==> config.mk <==
export PLATFORM = sky130hd
export DESIGN_NAME = serial_tx_ctrl_flat
export DESIGN_NICKNAME = d
export VERILOG_FILES = /design/src/rtl/serial_tx_ctrl_if.sv /design/src/rtl/serial_tx_ctrl.sv /design/src/flat_wrapper.sv
export SDC_FILE = /design/constraint.sdc
export NUM_CORES = 1
export LEC_CHECK = 0
export BUFFER_PORTS_ARGS = -buffer_cell sky130_fd_sc_hd__buf_2
export CAP_MARGIN = 10
export CORE_AREA = 3 3 62 64
export CTS_CLUSTER_DIAMETER = 30
export DETAILED_ROUTE_END_ITERATION = 10
export DIE_AREA = 0 0 65 67
export PLACE_DENSITY_LB_ADDON = 0.25
export SLEW_MARGIN = 5
export SYNTH_ARGS = -nofsm -noshare
export SYNTH_HDL_FRONTEND = slang
export SYNTH_SLANG_ARGS = --single-unit
==> constraint.sdc <==
create_clock -name clk -period 3.5 [get_ports clk]
set_input_delay 0.875 -clock clk [delete_from_list [all_inputs] [get_ports clk]]
set_output_delay 0.875 -clock clk [all_outputs]
set_load 0.02 [all_outputs]
==> src/rtl/serial_tx_ctrl_if.sv <==
// serial_tx_ctrl_if
// Byte handshake and serial-line bundle for serial_tx_ctrl.
//   data   : byte to transmit, producer -> transmitter
//   send   : request/valid, producer -> transmitter
//   ready  : transmitter idle, a byte is accepted on send && ready
//   busy   : inverse of ready
//   done   : one-cycle pulse when a frame completes
//   tx     : serial line output
// The master modport is the byte producer; the slave modport is the transmitter.
interface serial_tx_ctrl_if;
    logic [7:0] data;
    logic       send;
    logic       ready;
    logic       busy;
    logic       done;
    logic       tx;

    modport master (
        output data,
        output send,
        input  ready,
        input  busy,
        input  done,
        input  tx
    );

    modport slave (
        input  data,
        input  send,
        output ready,
        output busy,
        output done,
        output tx
    );
endinterface

==> src/rtl/serial_tx_ctrl.sv <==
// serial_tx_ctrl
// Asynchronous-serial frame sequencer. A byte accepted over the valid/ready
// handshake is loaded with a start bit into a 9-bit right-shifting register
// and shifted out LSB first, one bit every CLKS_PER_BIT cycles, followed by a
// stop bit held for one bit period.
// Ports:
//   clk    : system clock, rising edge
//   rst_n  : asynchronous active-low reset
//   bus    : serial_tx_ctrl_if slave modport (data, send, ready, busy, done, tx)
// Parameter:
//   CLKS_PER_BIT : clock cycles per serial bit, must be >= 2
module serial_tx_ctrl #(
    parameter int CLKS_PER_BIT = 4
) (
    input  logic            clk,
    input  logic            rst_n,
    serial_tx_ctrl_if.slave bus
);

    localparam int BAUD_W = $clog2(CLKS_PER_BIT);
    localparam logic [BAUD_W-1:0] BAUD_MAX = BAUD_W'(CLKS_PER_BIT - 1);

    typedef enum logic [1:0] {
        IDLE,
        DATA,
        STOP
    } state_t;

    state_t              state_q, state_d;
    logic [8:0]          sr_q, sr_d;
    logic [3:0]          bit_cnt_q, bit_cnt_d;
    logic [BAUD_W-1:0]   baud_cnt_q, baud_cnt_d;
    logic                ready_q, ready_d;
    logic                done_q, done_d;

    // Next-state logic. DATA covers the start bit and the eight data bits:
    // nine shifts in total, the last of which brings the inserted 1 into
    // sr[0] so the stop bit needs no extra load. STOP only times the stop
    // bit; the register already reads 9'h1FF and just holds.
    always_comb begin
        state_d    = state_q;
        sr_d       = sr_q;
        bit_cnt_d  = bit_cnt_q;
        baud_cnt_d = baud_cnt_q;
        done_d     = 1'b0;

        case (state_q)
            IDLE: begin
                if (bus.send) begin
                    sr_d       = {bus.data, 1'b0};
                    baud_cnt_d = '0;
                    bit_cnt_d  = '0;
                    state_d    = DATA;
                end
            end

            DATA: begin
                if (baud_cnt_q == BAUD_MAX) begin
                    baud_cnt_d = '0;
                    sr_d       = {1'b1, sr_q[8:1]};
                    bit_cnt_d  = bit_cnt_q + 4'd1;
                    if (bit_cnt_q == 4'd8) begin
                        state_d = STOP;
                    end
                end else begin
                    baud_cnt_d = baud_cnt_q + BAUD_W'(1);
                end
            end

            STOP: begin
                if (baud_cnt_q == BAUD_MAX) begin
                    baud_cnt_d = '0;
                    state_d    = IDLE;
                    done_d     = 1'b1;
                end else begin
                    baud_cnt_d = baud_cnt_q + BAUD_W'(1);
                end
            end

            default: begin
                state_d = IDLE;
            end
        endcase

        // ready is registered from the next state so it lines up exactly
        // with the cycles the FSM spends in IDLE.
        ready_d = (state_d == IDLE);
    end

    // State register. Reset forces sr to all ones so the line idles high
    // immediately, even when reset lands in the middle of a frame.
    always_ff @(posedge clk or negedge rst_n) begin
        if (!rst_n) begin
            state_q    <= IDLE;
            sr_q       <= 9'h1FF;
            bit_cnt_q  <= '0;
            baud_cnt_q <= '0;
            ready_q    <= 1'b1;
            done_q     <= 1'b0;
        end else begin
            state_q    <= state_d;
            sr_q       <= sr_d;
            bit_cnt_q  <= bit_cnt_d;
            baud_cnt_q <= baud_cnt_d;
            ready_q    <= ready_d;
            done_q     <= done_d;
        end
    end

    assign bus.tx    = sr_q[0];
    assign bus.ready = ready_q;
    assign bus.busy  = !ready_q;
    assign bus.done  = done_q;

endmodule

==> src/flat_wrapper.sv <==
// flat-port wrapper written by rule: the top's interface ports become plain ports
module serial_tx_ctrl_flat 
#(
    parameter int CLKS_PER_BIT = 4
)
  (clk, rst_n, bus_data, bus_send, bus_ready, bus_busy, bus_done, bus_tx);
  serial_tx_ctrl_if bus_i ();
  input  logic clk;
  input  logic rst_n;
  input wire logic [$bits(bus_i.data)-1:0] bus_data;
  input wire logic [$bits(bus_i.send)-1:0] bus_send;
  output wire logic [$bits(bus_i.ready)-1:0] bus_ready;
  output wire logic [$bits(bus_i.busy)-1:0] bus_busy;
  output wire logic [$bits(bus_i.done)-1:0] bus_done;
  output wire logic [$bits(bus_i.tx)-1:0] bus_tx;
  assign bus_i.data = bus_data;
  assign bus_i.send = bus_send;
  assign bus_ready = bus_i.ready;
  assign bus_busy = bus_i.busy;
  assign bus_done = bus_i.done;
  assign bus_tx = bus_i.tx;
  serial_tx_ctrl #(.CLKS_PER_BIT(CLKS_PER_BIT)) u_core (.clk(clk), .rst_n(rst_n), .bus(bus_i));
endmodule
* Word level (Yosys, flattened, before mapping)
Index checks and enable logic that the tools add are counted.
** Operators by class
- Multiplexer cells :: 16
- Reduce and logical (&&, ||, !) cells :: 8
- Add/subtract/negate cells :: 2
- Equality and inequality tests :: 6
** Operator list (count)
- 2-to-1 mux 9 bit :: 2
- case mux 9 bit (2 select lines) :: 1
- 2-to-1 mux 2 bit :: 6
- 2-to-1 mux 4 bit :: 2
- case mux 4 bit (2 select lines) :: 1
- case mux 2 bit (3 select lines) :: 1
- adder 4 x 1 -> 4 bit (second input constant) :: 1
- equality test 2 bit (second input constant) :: 2
- equality test 4 bit (second input constant) :: 1
- logical NOT 2 bit :: 2
- case mux 2 bit (2 select lines) :: 1
- nonzero test 2 bit :: 2
- AND reduction 3 bit :: 1
- adder 2 x 1 -> 2 bit (second input constant) :: 1
- equality test 2 x 1 -> 1 bit (second input constant) :: 1
- 2-to-1 mux 1 bit :: 2
- != test 2 x 1 -> 1 bit (second input constant) :: 1
- != test 2 bit (second input constant) :: 1
- AND reduction 2 bit :: 1
- OR reduction 2 bit :: 1
- logical NOT 1 bit :: 1
** Storage, ports and cells
- Register bits after elaboration :: 19
- Bits of input ports :: 11
- Logic and storage cells :: 38

* Depth between registers and ports, before layout
Gate-level depths: netlist of run 1.
- Depth in word-level cells :: 5
- Depth in mapped cells :: 8
- Gate-level depth less buffers :: 6

* Least setup slack after synthesis of run 1
Ideal clock, no wire load.
- Path type :: input to register
- From :: in bus_send
- To :: reg u_core.sr_q[5]
- Arrival time :: 1.600 ns
- Setup time :: 0.081 ns
- Required time :: 3.419 ns
- Cell stages on the path :: 5
- Slack :: 1.819 ns
- Cells stage by stage :: mux2i_1 > nor2_2 > buf_6 > nor2_1 > a21oi_1
** Between the ends
- Cells in the longest elaborated chain, start to end :: 2
** RTL lines
- start: declaration :: line flat_wrapper.sv:11 : input wire logic [$bits(bus_i.send)-1:0] bus_send;
- != test 2 bit (no line)
- AND reduction 3 bit (no line)
- end signal: assignment :: line serial_tx_ctrl.sv:102 : sr_q <= sr_d;
- end: declaration :: line serial_tx_ctrl.sv:30 : logic [8:0] sr_q, sr_d;
No other way between the ends.
A chain may end at the register's enable or synchronous reset.

* Worst setup path in the final report of run 1
- From :: reg u_core.ready_q, in the netlist u_core.bus.ready
- To :: out bus_busy
** Between the ends
- Cells in the longest elaborated chain, start to end :: 1
** RTL lines
- start: declaration :: line serial_tx_ctrl.sv:33 : logic ready_q, ready_d;
- start signal: assignment :: line serial_tx_ctrl.sv:105 : ready_q <= ready_d;
- logical NOT 1 bit :: line serial_tx_ctrl.sv:112 : assign bus.busy = !ready_q;
- end: declaration :: line flat_wrapper.sv:13 : output wire logic [$bits(bus_i.busy)-1:0] bus_busy;
No other way between the ends.

==> results.ini, run 1 <==
[synthesis]
ys_warn_count = 0
ys_seq_area_frac = 0.490
synth_cells = 99
ys_ff_latch = 19
synth_cell_type_count = 24
syn-num-nets = 117
syn_area_per_cell_um2 = 10.1
synth.cell_area_um2 = 996

[die]
num_rows = 21
initial_utilization = 0.298
die_y_um = 67
die_area_um2 = 4360
die_w_um = 65
coreArea_um2 = 3340
ioPinCount = 15

[timing]
slew_viol_final = 0
final_hold_viol_count = 0
hold_ws_ns = 0.490
finalSetupViolCount = 0
finClkSkew_ns = 0.00280
fin_setup_tns_ns = 0
clock.fmax_mhz = 529
tightest_slew_ns = 0.557
slew_headroom = 0.618
fin_crit_ns = 1.89
rsz0062_at_grt = no
finalCritPeriodShare = 0.540

[critical_path]
rrSetupSlack_ns = 1.70
r2r.worst_path.cells = 5
crit_buf_inv = 2
crit-reg2reg-launch = u_core.state_q[0]
worstPathMaxFanout = 2
crit_type = flip-flop to primary output
slowest_delay_ns = 0.55
crit_family = flip-flops
endpoint_kind = primary output
r2r-end = u_core.sr_q[8]
crit_chain = inv_1, buf_2
start_kind = flip-flop
crit_slowest_cell = dfstp_2
arrival_ns = 1.02
crit_required_ns = 2.62

[finish]
antennaDiodeCount = 0
syn2layout_area_growth_pct = 14.2
fin_nets = 134
drive_gt1_frac = 0.261

[power]
power_switching_uw = 344
cellPowerDensity_nw_per_um2 = 778
pwr-share-comb = 0.428
power.leakage_nw = 0.536
p_seq_frac = 0.446
sw_frac_of_total = 0.388
p_clk_frac = 0.126
ir_drop_mv = 0.178
p_int_uw = 541

[clock_network]
cts_buffer_depth = 2
cts.sinks = 19
post_cts_buffers = 0
cts-root-buf = clkbuf_4
htree_levels = 1
clk_pin_slew_ns = 0.11
cts_tree = yes
cts_buffers = 3
ctsResizeCount = 0
clk_latency_ns = 0.30
cts.hold.buffers_added = 0

[run]
max-cap-violations = 0

[routing]
drt_iter0_drc = 57
wl_per_cell_um = 11.2
num_vias = 730
drt_pass1_iterations = 4
drc_errors = 0
ant_nets = 0
routed_via_density = 4.53
drt-total-wl_um = 1810

[global_route]
antenna_found_initial = 0
grt_remaining_overflow = 0
track_usage = 0.0982
grt_pass1_wl_um = 3280
grt_pass1_vias = 740
grt_max_degree = 20

[placement]
port_buffers = 14
dp_hpwl_um = 1400
place_congestion = 0.826

[hold_path]
min_path_type = primary input to async pin

[outcome]
status = complete, no violations

## sequential cells by signal, summed over array words and instances, names as in the netlist
signal	cells
u_core.sr_q	9
u_core.bit_cnt_q	4
u_core.baud_cnt_q	2
u_core.state_q	2
u_core.bus.done	1
u_core.bus.ready	1
## metal layers
| metal | wire length (um) | vias to the layer above | share of wire | global-route usage |
|---|---|---|---|---|
| met1 | 811 | 337 | 0.45 | 0.120 |
| met5 | 0 | - | 0 | 0 |
| li1 | - | 376 | - | - |
| met4 | 40 | 0 | 0.022 | 0.0475 |
| met3 | 52 | 5 | 0.029 | 0.0152 |
| met2 | 905 | 12 | 0.50 | 0.167 |
## layout by cell type, fill, tap and decap left out, drive strengths merged
| cell | netlist | final |
|---|---|---|
| a21oi | 10 | 10 |
| a22o | 3 | 3 |
| and2 | 1 | 1 |
| and4b | 1 | 1 |
| buf | 2 | 15 |
| clkbuf | 1 | 3 |
| clkinv | 0 | 1 |
| dfrtp | 9 | 9 |
| dfstp | 10 | 10 |
| ha | 7 | 7 |
| inv | 7 | 7 |
| mux2i | 8 | 8 |
| nand2 | 5 | 5 |
| nand3 | 3 | 3 |
| nor2 | 16 | 16 |
| nor2b | 3 | 3 |
| nor3 | 4 | 4 |
| nor3b | 1 | 1 |
| o21ai | 3 | 3 |
| o22ai | 1 | 1 |
| o31a | 1 | 1 |
| o32a | 1 | 1 |
| xnor2 | 2 | 2 |
## worst max path at each step
| stage | startpoint | to | slack [ns] | cells after the start |
|---|---|---|---|---|
| 2_1_floorplan | bus_send | u_core.sr_q[5] | 1.82 | 5 |
| 3_3_place_gp | bus_send | u_core.sr_q[8] | 1.55 | 4 |
| 3_5_place_dp | bus_send | u_core.sr_q[8] | 1.52 | 4 |
| 4_1_cts | u_core.bus.ready | bus_busy | 1.59 | 2 |
| 5_1_grt | u_core.state_q[0] | u_core.sr_q[2] | 1.52 | 6 |
| 6_report | u_core.bus.ready | bus_busy | 1.61 | 2 |
## cell families after synthesis
kind of cell               after synthesis  share of synthesized area
adders and majority gates                7                     0.0879
buffers and inverters                   10                     0.0477
and+or+nand+nor                         34                      0.160
xor gates and xnor gates                 2                     0.0176
DFF                                     19                      0.490
muxes                                    8                     0.0804
AOI/OAI and AO/OA                       19                      0.117
## layout make-up
type                       count  area [um^2]
clock buffer                   3         22.5
tap                           46         57.6
inverter                       7         26.3
fill                         358         2200
sequential                    19          488
timing repair buffer          15         77.6
multi-input combinational     70          460
clock inverter                 1         5.00
## worst reg2reg max path: cells and delay by family, from the launching register on
| family | cells | cell delay (ns) |
|---|---|---|
| buffers and inverters | 1 | 0.11 |
| multiplexers | 1 | 0.53 |
| flip-flops | 1 | 0.42 |
| AND/OR/NAND/NOR | 1 | 0.24 |
| AO/OA/AOI/OAI | 1 | 0.22 |
| adder cells (fa/ha/maj) | 1 | 0.23 |
## synth_stat cells
master | n | area (um^2)
and2_1 | 1 | 6.26
ha_1 | 7 | 87.6
nand2_1 | 5 | 18.8
nand3_1 | 3 | 15.0
buf_2 | 1 | 5.00
dfrtp_1 | 9 | 225
a22o_1 | 3 | 26.3
a21oi_1 | 10 | 50.1
xnor2_1 | 2 | 17.5
o32a_1 | 1 | 10.0
clkbuf_2 | 1 | 5.00
nor2_2 | 1 | 6.26
mux2i_1 | 8 | 80.1
o31a_1 | 1 | 8.76
nor2_1 | 15 | 56.3
inv_1 | 7 | 26.3
dfstp_2 | 10 | 263
o22ai_1 | 1 | 6.26
nor3b_1 | 1 | 7.51
nor2b_1 | 3 | 18.8
nor3_1 | 4 | 20.0
buf_6 | 1 | 11.3
and4b_1 | 1 | 10.0
o21ai_0 | 3 | 15.0
## stage by stage
stage	power [mW]	utilization	instances	instance area, um^2	setup slack, ns
detailed placement	0.785	0.333	157	1110	1.52
CTS	0.900	0.341	161	1140	1.59
global route	0.980	0.341	161	1140	1.52
finish	0.885	0.341	161	1140	1.61
floorplan	0.705	-	99	996	1.82
global placement	0.776	0.333	157	1110	1.55
## power by group through the flow
stage / Combinational (mW) / Sequential, mW / Clock [mW]
3_3_place_gp: 0.379 / 0.397 / 0
5_1_grt: 0.440 / 0.410 / 0.130
6_report: 0.379 / 0.395 / 0.111
2_1_floorplan: 0.308 / 0.397 / 0
4_1_cts: 0.387 / 0.395 / 0.118
3_5_place_dp: 0.385 / 0.400 / 0
Note: power is estimated with default switching activity, not from simulation.
==> inputs of run 2 (changes only) <==
- clock period: 3.5 -> 1.8 ns (I/O delays scaled with it)
==> results.ini, run 2 (same netlist as run 1, synthesis figures left out) <==
[routing]
drc_errors = 0
routed_via_density = 4.42
wl_per_cell_um = 11.6
drt_iter0_drc = 26
ant_nets = 0
num_vias = 730
drt-total-wl_um = 1910
drt_pass1_iterations = 3

[global_route]
grt_max_degree = 20
use_met1 = 0.111
grt_remaining_overflow = 0
grt_use_met2 = 0.186
grt_pass1_wl_um = 3370
antenna_found_initial = 0
use_met3 = 0.0152
grt_pass1_vias = 775
track_usage = 0.101
busiest_layer = met2

[clock_network]
clk_latency_ns = 0.29
cts.sinks = 19
cts-root-buf = clkbuf_4
htree_levels = 1
cts_tree = yes
cts_buffers = 3
clk_pin_slew_ns = 0.10
cts_buffer_depth = 2

[critical_path]
crit_slowest_cell = dfrtp_1
worstPathMaxFanout = 4
crit_required_ns = 1.99
slowest_delay_ns = 0.42
crit_type = flip-flop to flip-flop
endpoint_kind = flip-flop
crit_buf_inv = 1
crit_family = flip-flops
crit_chain = inv_1, ha_1, mux2i_2, nor3_1, xnor2_1, nor2_1
arrival_ns = 1.79
start_kind = flip-flop

[die]
num_rows = 21
die_w_um = 65
coreArea_um2 = 3340
die_y_um = 67
initial_utilization = 0.298
die_area_um2 = 4360
ioPinCount = 15

[power]
power.leakage_nw = 0.551
finalPower_mw = 1.81
cellPowerDensity_nw_per_um2 = 1540
ir_drop_mv = 0.283

[timing]
slew_headroom = 0.710
fin_setup_tns_ns = 0
final_hold_viol_count = 0
slew_viol_final = 0
fin_crit_ns = 1.60
rsz0062_at_grt = no
finalSetupViolCount = 0
finClkSkew_ns = 0.00265
clock.fmax_mhz = 626
tightest_slew_ns = 0.436
finalCritPeriodShare = 0.888
setup_ws_ns = 0.202

[finish]
drive_gt1_frac = 0.286
antennaDiodeCount = 0
instances_no_fill = 165
syn2layout_area_growth_pct = 18.0
largestRegisters = u_core.sr_q x9, u_core.bit_cnt_q x4
top_register = u_core.sr_q
final_util = 0.352
fin_nets = 138
final_common_cell = nor2_1
final_cell_mix = nor2_1, buf_2, a21oi_1, dfstp_2, dfrtp_1
largest_reg_flops = 9

[run]
max-cap-violations = 0

[placement]
dp_hpwl_um = 1500
pre_cts_slack_ns = 0.113
place_congestion = 0.719
dp.cells = 161
port_buffers = 14

[hold_path]
min_path_type = primary input to async pin

[outcome]
status = complete, no violations

[run 2: cell types whose count changed in the layout (fill, tap and decap cells not counted), sizes merged]
cell    change
buf         +4
clkbuf      +1
clkinv      -1
[run 2: path summary, 6_finish.rpt]
path | startpoint | end | slack [ns] | cells after the start
setup / recovery | u_core.state_q[0] | u_core.bit_cnt_q[3] | 0.20 | 6
min in group clk | bus_data[7] | u_core.sr_q[8] | 0.41 | 2
hold reg to reg | u_core.sr_q[5] | u_core.sr_q[5] | 0.51 | 2
max in group asynchronous | rst_n | u_core.bus.ready | 1.38 | 1
hold / removal | rst_n | u_core.bit_cnt_q[2] | 0.08 | 1
setup reg to reg | u_core.state_q[0] | u_core.bit_cnt_q[3] | 0.20 | 6
[run 2: per-stage QoR]
stage | hold slack (ns) | cell area [um^2]
final | 0.0834 | 1170
after global routing | 0.0934 | 1170
after global placement | 0.414 | 1140
after floorplan | 0.154 | 996
after CTS | 0.0812 | 1170
after detailed placement | 0.420 | 1140
[run 2: worst reg2reg max path, cell delays in order, from the launching register on]
cell and delay (ns):
dfrtp_1 0.42, inv_1 0.12, ha_1 0.25, mux2i_2 0.38, nor3_1 0.12, xnor2_1 0.16, nor2_1 0.05
[run 2: area by class of cell]
class / instances / area (um^2)
Tap cell: 46 / 57.6
Inverter: 7 / 26.3
Timing Repair Buffer: 19 / 108
Multi-Input combinational cell: 70 / 469
Sequential cell: 19 / 488
Fill cell: 360 / 2160
Clock buffer: 4 / 26.3
[run 2: repair_timing]
action	CTS	global route
buffers inserted	0	0
hold endpoints to repair	0	0
hold buffers	0	0
endpoints found under the setup margin	0	8
gates resized for setup	0	2
[run 2: per-layer routing]
metal / share of wire / vias to the layer above
met5: 0 / -
met4: 0.026 / 0
met3: 0.010 / 4
met2: 0.53 / 6
met1: 0.44 / 344
li1: - / 376
[run 2: report_power, final]
| part | internal [mW] | switching, mW | leakage [nW] | total (mW) |
|---|---|---|---|---|
| sequential | 0.661 | 0.105 | 0.226 | 0.767 |
| combinational | 0.366 | 0.465 | 0.310 | 0.831 |
| clock | 0.0862 | 0.125 | 0.0150 | 0.211 |
| total | 1.11 | 0.695 | 0.551 | 1.81 |
==> inputs of run 3 (changes only) <==
- RECOVER_POWER: not set -> 25
==> results.ini, run 3 (same netlist as run 1, synthesis figures left out) <==
[critical_path]
endpoint_kind = flip-flop
r2r-end = u_core.bit_cnt_q[3]
crit_type = flip-flop to flip-flop
r2r.worst_path.cells = 6
arrival_ns = 1.79
start_kind = flip-flop
worstPathMaxFanout = 4
crit_slowest_cell = dfrtp_1
slowest_delay_ns = 0.42
crit_required_ns = 1.99
crit-reg2reg-launch = u_core.state_q[0]
rrSetupSlack_ns = 0.20
crit_chain = inv_1, ha_1, mux2i_2, nor3_1, xnor2_1, nor2_1

[routing]
routed_via_density = 4.42
drt_iter0_drc = 26
drt-total-wl_um = 1910
wl_per_cell_um = 11.6
drc_errors = 0
num_vias = 730
ant_nets = 0
drt_pass1_iterations = 3

[placement]
dp_hpwl_um = 1500
place_congestion = 0.719
port_buffers = 14
dp.cells = 161
placed_cell_area_um2 = 1140

[finish]
largestRegisters = u_core.sr_q x9, u_core.bit_cnt_q x4
antennaDiodeCount = 0
top_register = u_core.sr_q
final_cell_mix = nor2_1, buf_2, a21oi_1, dfstp_2, dfrtp_1
design_area_um2 = 1170
instances_no_fill = 165
final_common_cell = nor2_1
syn2layout_area_growth_pct = 17.8
largest_reg_flops = 9
fin_nets = 138
drive_gt1_frac = 0.277

[run]
max-cap-violations = 0

[global_route]
grt_pass1_wl_um = 3370
grt_max_degree = 20
grt_remaining_overflow = 0
grt_pass1_vias = 775
antenna_found_initial = 0
track_usage = 0.101

[power]
ir_drop_mv = 0.283
power.leakage_nw = 0.549
p_int_mw = 1.11
sw_frac_of_total = 0.384
p_clk_frac = 0.117
cellPowerDensity_nw_per_um2 = 1540
pwr-share-comb = 0.460
p_seq_frac = 0.424
power_switching_uw = 695

[die]
die_area_um2 = 4360
initial_utilization = 0.298
die_y_um = 67
num_rows = 21
ioPinCount = 15
die_w_um = 65
coreArea_um2 = 3340

[clock_network]
cts_buffer_depth = 2
cts_buffers = 3
cts-root-buf = clkbuf_4
ctsResizeCount = 0
htree_levels = 1
post_cts_buffers = 0
clk_pin_slew_ns = 0.10
clk_latency_ns = 0.29
cts.sinks = 19
cts.hold.buffers_added = 0
cts_tree = yes

[timing]
finClkSkew_ns = 0.00265
finalSetupViolCount = 0
final_hold_viol_count = 0
tightest_slew_ns = 1.04
slew_viol_final = 0
fin_crit_ns = 1.60
rsz0062_at_grt = no
fin_setup_tns_ns = 0
clock.fmax_mhz = 626
finalCritPeriodShare = 0.888
slew_headroom = 0.308

[outcome]
status = complete, no violations

[hold_path]
min_path_type = primary input to async pin

## run 3: routing by layer
layer | wire length, um | up-vias | track usage
met1 | 835 | 344 | 0.111
met4 | 49 | 0 | 0.0554
met2 | 1010 | 6 | 0.186
met3 | 20 | 4 | 0.0152
met5 | 0 | - | 0
li1 | - | 376 | -
## run 3: power groups by stage
stage               sequential [mW]  combinational [mW]  clock [mW]
global route                  0.797               0.954       0.241
floorplan                     0.772               0.599           0
detailed placement            0.779               0.816           0
CTS                           0.769               0.826       0.229
finish                        0.767               0.831       0.211
global placement              0.766               0.796           0
## run 3: through the flow
step                setup slack, ns  power [mW]  utilization  hold WS [ns]
finish                        0.202        1.81        0.352         0.310
global route                 0.0284        1.99        0.352         0.376
CTS                          0.0594        1.82        0.349        0.0812
detailed placement            0.113        1.59        0.342         0.420
global placement              0.180        1.56        0.342         0.414
floorplan                     0.253        1.37            -         0.154
## run 3: worst max-delay path, delay by kind of cell (launching register included)
family        cells  cell delay, ns
simple gates      2            0.17
buf+inv           1            0.12
flops             1            0.42
mux               1            0.38
fa+ha+maj         1            0.25
xor+xnor          1            0.16
## run 3: layout make-up
class                           instances  area (um^2)
Sequential cell                        19          488
Timing Repair Buffer                   19          106
Inverter                                7         26.3
Clock buffer                            4         26.3
Fill cell                             361         2160
Multi-Input combinational cell         70          469
Tap cell                               46         57.6
## run 3: worst max path at each step
stage	cells after the start	slack (ns)	start	end
after floorplan	7	0.25	u_core.state_q[0]	u_core.sr_q[5]
after global placement	5	0.18	u_core.state_q[0]	u_core.sr_q[8]
after detailed placement	6	0.11	u_core.state_q[0]	u_core.sr_q[3]
after CTS	6	0.06	u_core.state_q[0]	u_core.sr_q[3]
after global routing	7	0.03	u_core.state_q[1]	u_core.bus.ready
final	6	0.20	u_core.state_q[0]	u_core.bit_cnt_q[3]
